===== config.mk =====
export PLATFORM = sky130hd
export DESIGN_NAME = riscv_ascon_round_ctrl
export DESIGN_NICKNAME = d
export VERILOG_FILES = /design/src/rtl/riscv_ascon_round_ctrl.sv
export SDC_FILE = /design/constraint.sdc
export NUM_CORES = 1
export LEC_CHECK = 0
export BUFFER_PORTS_ARGS = -buffer_cell sky130_fd_sc_hd__buf_2
export CORE_MARGIN = 2
export CORE_UTILIZATION = 49
export DETAILED_ROUTE_END_ITERATION = 16
export PLACE_DENSITY = 0.86
export SLEW_MARGIN = 10
export SYNTH_ARGS = -nofsm -noshare
export SYNTH_HDL_FRONTEND = slang
export SYNTH_SLANG_ARGS = --single-unit

===== constraint.sdc =====
create_clock -name clk -period 2.4 [get_ports clk]
set_input_delay 0.48 -clock clk [delete_from_list [all_inputs] [get_ports clk]]
set_output_delay 0.48 -clock clk [all_outputs]
set_load 0.01 [all_outputs]

===== src/rtl/riscv_ascon_round_ctrl.sv =====
// Ascon-p round sequencer for the ASCON-mapped integer registers.
// Accepts a permutation request from ID and waits out any pending regular
// write-back. It then issues one round per cycle, with round constant and
// regfile update strobe, and stalls the pipeline until completion.
// Optional: define ASCON_PERF_CNT_EN to get a completed-permutation counter.
module riscv_ascon_round_ctrl #(
    parameter int unsigned MAX_ROUNDS = 12,
    parameter int unsigned RC_WIDTH   = 8,
    parameter int unsigned CNT_WIDTH  = 4
) (
    input  logic                 clk,
    input  logic                 rst_n,
    input  logic                 start_i,
    input  logic [CNT_WIDTH-1:0] rounds_i,
    input  logic                 wb_pending_i,
    input  logic                 flush_i,
    output logic                 ready_o,
    output logic                 stall_o,
    output logic                 busy_o,
    output logic [RC_WIDTH-1:0]  round_const_o,
    output logic                 we_ascon_update_o,
    output logic                 done_o,
    output logic [31:0]          perm_count_o
);

    localparam logic [CNT_WIDTH-1:0] MAX_R  = CNT_WIDTH'(MAX_ROUNDS);
    localparam logic [CNT_WIDTH-1:0] LAST_R = CNT_WIDTH'(MAX_ROUNDS - 1);

    typedef enum logic [1:0] {
        IDLE    = 2'd0,
        WAIT_WB = 2'd1,
        ROUND   = 2'd2,
        DONE    = 2'd3
    } state_t;

    state_t               state, state_next;
    logic [CNT_WIDTH-1:0] r_idx, r_idx_next;
    logic [CNT_WIDTH-1:0] n_clamp_c;
    logic [3:0]           r_lo_c;
    logic [RC_WIDTH-1:0]  rc_next_c;

    // Requested round count, saturated at the full permutation length.
    assign n_clamp_c = (rounds_i > MAX_R) ? MAX_R : rounds_i;

    // Next state and next round index.
    always_comb begin
        state_next = state;
        r_idx_next = r_idx;
        unique case (state)
            IDLE: begin
                if (start_i) begin
                    r_idx_next = MAX_R - n_clamp_c;
                    if (n_clamp_c == '0)
                        state_next = DONE;
                    else if (wb_pending_i)
                        state_next = WAIT_WB;
                    else
                        state_next = ROUND;
                end
            end
            WAIT_WB: begin
                if (flush_i)
                    state_next = IDLE;
                else if (!wb_pending_i)
                    state_next = ROUND;
            end
            ROUND: begin
                // Flush is ignored here: the instruction has already committed.
                if (r_idx == LAST_R)
                    state_next = DONE;
                else
                    r_idx_next = r_idx + CNT_WIDTH'(1);
            end
            DONE: begin
                state_next = IDLE;
            end
            default: begin
                state_next = IDLE;
            end
        endcase
    end

    // Round constant for the upcoming cycle: high nibble counts down, low counts up.
    assign r_lo_c    = 4'(r_idx_next);
    assign rc_next_c = (state_next == ROUND) ? RC_WIDTH'({4'(4'hF - r_lo_c), r_lo_c}) : '0;

    // State register and registered outputs decoded from the next state.
    always_ff @(posedge clk or negedge rst_n) begin
        if (!rst_n) begin
            state             <= IDLE;
            r_idx             <= '0;
            ready_o           <= 1'b1;
            busy_o            <= 1'b0;
            we_ascon_update_o <= 1'b0;
            done_o            <= 1'b0;
            round_const_o     <= '0;
        end else begin
            state             <= state_next;
            r_idx             <= r_idx_next;
            ready_o           <= (state_next == IDLE);
            busy_o            <= (state_next != IDLE);
            we_ascon_update_o <= (state_next == ROUND);
            done_o            <= (state_next == DONE);
            round_const_o     <= rc_next_c;
        end
    end

    // Stall must also cover the accept cycle itself, so it includes start_i.
    assign stall_o = (state != IDLE) || start_i;

`ifdef ASCON_PERF_CNT_EN
    logic [31:0] perm_count_q;

    // Completed-permutation counter, wraps naturally at 2^32.
    always_ff @(posedge clk or negedge rst_n) begin
        if (!rst_n)
            perm_count_q <= '0;
        else if (done_o)
            perm_count_q <= perm_count_q + 32'd1;
    end

    assign perm_count_o = perm_count_q;
`else
    assign perm_count_o = '0;
`endif

endmodule

==> results.json, run 1 <==
{
  "run_status": "complete, no violations",
  "detail-route-antenna-nets": 0,
  "path_clk_slew_ps": 90,
  "diodes": 0,
  "cts_max_path_buffers": 2,
  "clockRootBuffer": "clkbuf_4",
  "wire_per_inst_um": 11.7,
  "clk_latency_ps": 280,
  "seq_area_frac_synth": 0.396,
  "synth-seq-cells": 18,
  "path_cells": "nor2_1 -> nand2_1 -> buf_2",
  "rsz0062_at_grt": "no",
  "period_needed_ps": 1830,
  "globalplace.congestion": 0.790,
  "fin_cells": 165,
  "dp_hpwl_um": 1570,
  "yosysWarningCount": 0,
  "yosys.area.top_type_share": 0.373,
  "fin_crit_sh": 0.762,
  "cp-start-kind": "flip-flop",
  "area_growth_pct": 2.96,
  "num-fill-cells": 210,
  "rows": 17,
  "die_y_um": 52.2,
  "clock-sinks": 18,
  "cts_tree": "done",
  "max_slew_margin": 0.665,
  "synthCells": 115,
  "slowest_delay_ps": 570,
  "regArea_um2": 452,
  "die_w_um": 52.2,
  "vias": 744,
  "viasPerCell": 4.51,
  "p_leak_nw": 0.633,
  "ios": 54,
  "yosys.area.top_type": "dfrtp_1",
  "slew_violations": 0,
  "endpoint_kind": "output port",
  "dp_cells": 161,
  "htreeDepth": 1,
  "cts-buffers-inserted": 3,
  "ir_worst_vdd_mv": 0.589,
  "setup_violations": 0,
  "final_area_um2": 1170,
  "fin_nets": 149,
  "criticalPathCategory": "reg2out",
  "grt_pass1_wl_um": 2850,
  "ctsResizeCount": 0,
  "overflow": 0,
  "syn_area_per_cell_um2": 9.91,
  "grt_max_degree": 19,
  "synthTopCellsByArea": "dfrtp_1 (37%), buf_4 (22%), nand2b_1 (3.3%), and2_1 (2.7%), nor2_1 (2.6%)",
  "max_freq_mhz": 547,
  "setup-tns-final_ps": 0,
  "post-cts-setup-buffer-count": 0,
  "drt-initial-drc-count": 13,
  "grt_use_total": 0.144,
  "hold_path_class": "in2async",
  "worst-endpoint-arrival_ps": 1350,
  "powerDensity_nw_per_um2": 1210,
  "crit_slowest_cell": "dfrtp_1",
  "dr.pass1.iters": 4,
  "die-area_um2": 2730,
  "grt_pass1_vias": 693,
  "port_buffers": 21,
  "drv_cap": 0,
  "start_util": 0.515,
  "wirelength_um": 1930,
  "worst-path-max-fanout": 17,
  "ctsHoldBuffers": 0,
  "syn_area_um2": 1140,
  "antenna_found_initial": 0,
  "multi_input_area_um2": 527,
  "drc": 0,
  "yosysUniqueCellTypes": 38,
  "finalHoldViolCount": 0,
  "place_area_um2": 1140,
  "tightestPinTransition_ps": 503,
  "coreArea_um2": 2210,
  "required_ps": 1920,
  "drive_above_1_share": 0.263,
  "finalClockSkew_ps": 2.14
}
==> Yosys cell counts <==
cell type / n
nand3_1: 1
nand2_1: 5
and2_1: 5
buf_6: 1
buf_4: 33
nand2b_1: 6
a22oi_4: 1
o21ai_1: 3
nor2_1: 8
ha_1: 2
a21oi_2: 1
nor3b_2: 2
o32a_1: 1
o21ai_0: 1
and4b_1: 1
nand3b_1: 1
a32oi_1: 1
o21a_1: 1
o31ai_2: 1
a21oi_1: 2
mux2i_1: 2
and2b_1: 1
o21ai_2: 1
inv_2: 4
nor4bb_1: 1
or3_1: 1
a31oi_1: 1
a21boi_0: 1
a2bb2oi_1: 1
xor2_1: 1
o311ai_1: 1
o22a_1: 1
conb_1: 1
dfstp_2: 1
inv_1: 1
o221ai_1: 1
nor3b_1: 1
dfrtp_1: 17
==> layout make-up <==
type | count | area share
clock buffer | 4 | 0.0309
inverter | 5 | 0.0160
multi-input combinational | 89 | 0.449
sequential | 18 | 0.385
tap | 28 | 0.0299
timing repair buffer | 21 | 0.0896
==> cells in the final DEF (no fill, tap or decap), types with 2 or more instances in the layout <==
| master | n |
|---|---|
| conb_1 | 32 |
| buf_2 | 21 |
| dfrtp_1 | 17 |
| nor2_1 | 8 |
| nand2b_1 | 6 |
| nand2_1 | 5 |
| and2_1 | 5 |
| inv_2 | 4 |
| o21ai_1 | 3 |
| clkbuf_4 | 3 |
| nor3b_2 | 2 |
| a21oi_1 | 2 |
| mux2i_1 | 2 |
| ha_1 | 2 |
==> stage by stage <==
stage	hold slack (ps)	worst slack (ps)	util	power, W
6_report	97.5	571	0.531	0.00143
5_1_grt	117	496	0.531	0.00154
2_1_floorplan	184	727	-	0.00110
4_1_cts	101	558	0.531	0.00144
3_3_place_gp	408	483	0.514	0.00122
3_5_place_dp	422	382	0.514	0.00126
==> registers in the layout, summed over array words and instances, names as in the netlist <==
| name | flops |
|---|---|
| round_const_o | 8 |
| r_idx | 4 |
| state | 2 |
| busy_o | 1 |
| done_o | 1 |
| ready_o | 1 |
| we_ascon_update_o | 1 |
==> kinds of logic (layout without fill, tap and decap cells) <==
kind of cell               Yosys count  in the layout  synth area share
xor gates and xnor gates             1              1           0.00769
buffers and inverters               39             30             0.244
AOI/OAI and AO/OA                   19             19             0.137
and+or+nand+nor                     33             33             0.172
other                                1             32           0.00329
adders and majority gates            2              2            0.0220
DFF                                 18             18             0.396
muxes                                2              2            0.0176
==> critical path: cells and delay by family (launching register included) <==
kind	cells	cell delay (ps)
DFF	1	570
and+or+nand+nor	2	350
buffers and inverters	1	140
==> per-layer routing <==
layer  wire, um  global-route usage  vias up
met5          0                   0        -
met4         25              0.0769        0
met3        132              0.0257        4
met2       1030               0.255       30
met1        739               0.162      343
li1           -                   -      367
==> report_power, final <==
part / internal [W] / total [W] / switching [W]
Clock: 0.0000923 / 0.000179 / 0.0000866
Combinational: 0.000300 / 0.000674 / 0.000374
Sequential: 0.000453 / 0.000573 / 0.000119
==> path summary, 6_finish.rpt <==
path | startpoint | to | slack (ps) | cells after the start
worst min register to register | r_idx[1] | r_idx[1] | 620 | 2
worst max register to register | r_idx[0] | round_const_o[0] | 770 | 5
min in group clk | wb_pending_i | state[1] | 540 | 3
max in group asynchronous | rst_n | ready_o | 1990 | 1
worst min-delay path | rst_n | round_const_o[1] | 100 | 1
worst max-delay path | state[1] | stall_o | 570 | 3
(Power assumes the default switching activity.)
==> run 2: changes to the inputs <==
--- a/config.mk
+++ b/config.mk
@@ -7,9 +7,9 @@
 export LEC_CHECK = 0
 export BUFFER_PORTS_ARGS = -buffer_cell sky130_fd_sc_hd__buf_2
 export CORE_MARGIN = 2
-export CORE_UTILIZATION = 49
+export CORE_UTILIZATION = 41
 export DETAILED_ROUTE_END_ITERATION = 16
-export PLACE_DENSITY = 0.86
+export PLACE_DENSITY = 0.77
 export SLEW_MARGIN = 10
 export SYNTH_ARGS = -nofsm -noshare
 export SYNTH_HDL_FRONTEND = slang
==> constraint.sdc (replaced) <==
create_clock -name clk -period 1.52 [get_ports clk]
set_input_delay 0.304 -clock clk [delete_from_list [all_inputs] [get_ports clk]]
set_output_delay 0.304 -clock clk [all_outputs]
set_load 0.01 [all_outputs]
==> results.json, run 2 (same netlist as run 1, synthesis figures left out) <==
{
  "rows": 19,
  "diodes": 0,
  "cp_common_cell": "buf_4",
  "die_w_um": 56.7,
  "drv_cap": 0,
  "fin_crit_sh": 0.975,
  "regMostFlops": "round_const_o",
  "area_growth_pct": 16.7,
  "cp-start-kind": "flip-flop",
  "final_common_cell": "conb_1",
  "globalplace.congestion": 0.827,
  "start_util": 0.424,
  "dp_hpwl_um": 1650,
  "drive_above_1_share": 0.377,
  "reg2reg_slack_ps": 40,
  "p_leak_nw": 0.715,
  "total_power_w": 0.00259,
  "die-area_um2": 3220,
  "grt_most_used_layer": "met2",
  "path_clk_slew_ps": 100,
  "path_cells": "buf_4 -> buf_4 -> or3_1 -> o311ai_2 -> a21oi_2 -> and2_1",
  "drc": 0,
  "run_status": "complete, no violations",
  "finalClockSkew_ps": 0.429,
  "antenna_found_initial": 0,
  "grt_pass1_wl_um": 3310,
  "max_freq_mhz": 675,
  "slew_violations": 0,
  "ir_worst_vdd_mv": 1.00,
  "cts_max_path_buffers": 2,
  "crit_slowest_cell": "dfrtp_1",
  "clk_latency_ps": 280,
  "hp-start": "wb_pending_i",
  "dr.pass1.iters": 4,
  "required_ps": 1700,
  "holdPathStages": 3,
  "place_area_um2": 1200,
  "drt-initial-drc-count": 14,
  "hold_path_class": "in2reg",
  "die_y_um": 56.7,
  "vias": 863,
  "largest_reg_flops": 8,
  "final_cell_mix": "conb_1 (32), buf_2 (21), dfrtp_1 (15), buf_4 (15), nor2_1 (7)",
  "htreeDepth": 1,
  "grt_max_degree": 19,
  "final_core_util": 0.495,
  "grt_pass1_vias": 769,
  "detail-route-antenna-nets": 0,
  "worst-endpoint-arrival_ps": 1670,
  "met1_usage": 0.164,
  "clockRootBuffer": "clkbuf_4",
  "ff2ff_path_depth": 6,
  "endpoint_kind": "flip-flop",
  "cts_tree": "done",
  "grt_use_total": 0.135,
  "wire_per_inst_um": 12.4,
  "cts-buffers-inserted": 3,
  "setup_violations": 0,
  "clock-sinks": 18,
  "met3_usage": 0.0369,
  "finalHoldViolCount": 0,
  "slowest_delay_ps": 410,
  "viasPerCell": 4.66,
  "largestRegisters": "round_const_o: 8 flops, r_idx: 4 flops, state: 2 flops",
  "port_buffers": 21,
  "num-fill-cells": 251,
  "rr_startpoint": "r_idx[0]",
  "r2r_end": "round_const_o[0]",
  "ios": 54,
  "setup-tns-final_ps": 0,
  "fin_nets": 166,
  "coreArea_um2": 2690,
  "grt_use_met2": 0.208,
  "wirelength_um": 2300,
  "overflow": 0,
  "period_needed_ps": 1480,
  "worst-path-max-fanout": 5,
  "criticalPathCategory": "reg2reg",
  "powerDensity_nw_per_um2": 1950,
  "min_to": "state[1]",
  "final_area_um2": 1330
}
## run 2: worst max path at each step
stage                        to  slack (ps)   startpoint
6_report       round_const_o[0]          40     r_idx[0]
5_1_grt        round_const_o[1]         -30     r_idx[0]
4_1_cts                 stall_o          10     state[1]
3_5_place_dp            ready_o        -310  rounds_i[2]
3_3_place_gp   round_const_o[2]        -230  rounds_i[0]
2_1_floorplan  round_const_o[2]          20  rounds_i[0]
## run 2: through the flow
step                      cells  hold WS, ps  setup slack (ps)
after floorplan             146         8.41              23.5
after global placement      172          237              -230
after detailed placement    172          247              -311
after CTS                   177          366              11.3
after global routing        185          391             -32.9
final                       185          398              37.6
## run 2: report_power, final
| part | switching (W) | leakage [nW] | internal [W] |
|---|---|---|---|
| logic | 0.000760 | 0.481 | 0.000708 |
| clock network | 0.000138 | 0.0210 | 0.000146 |
| registers | 0.000117 | 0.214 | 0.000721 |
## run 2: final cells by class
cell class	count	area, um^2	area share
multi-input cells	89	549	0.413
flip-flops and latches	18	454	0.341
repair buffers	38	233	0.175
well taps	31	38.8	0.0292
clock buffers	4	36.3	0.0273
inverters	5	18.8	0.0141
## run 2: repair_timing
| action | CTS | global route |
|---|---|---|
| pin swaps | 0 | 4 |
| hold endpoints to repair | 17 | 0 |
| hold buffers | 1 | 0 |
| setup buffers | 0 | 8 |
| resized for setup | 3 | 5 |
| setup endpoints to repair | 6 | 7 |
## run 2: worst max-delay path: cells and delay by family, from the launching register on
family,cells,cell delay [ps]
flip-flops,1,410
AND/OR/NAND/NOR,2,500
buffers and inverters,2,280
AO/OA/AOI/OAI,2,190
## run 2: per-layer routing
layer	routed length [um]	part of all wire
met1	925	0.40
met2	1130	0.49
met3	178	0.077
met4	61	0.027
met5	0	0
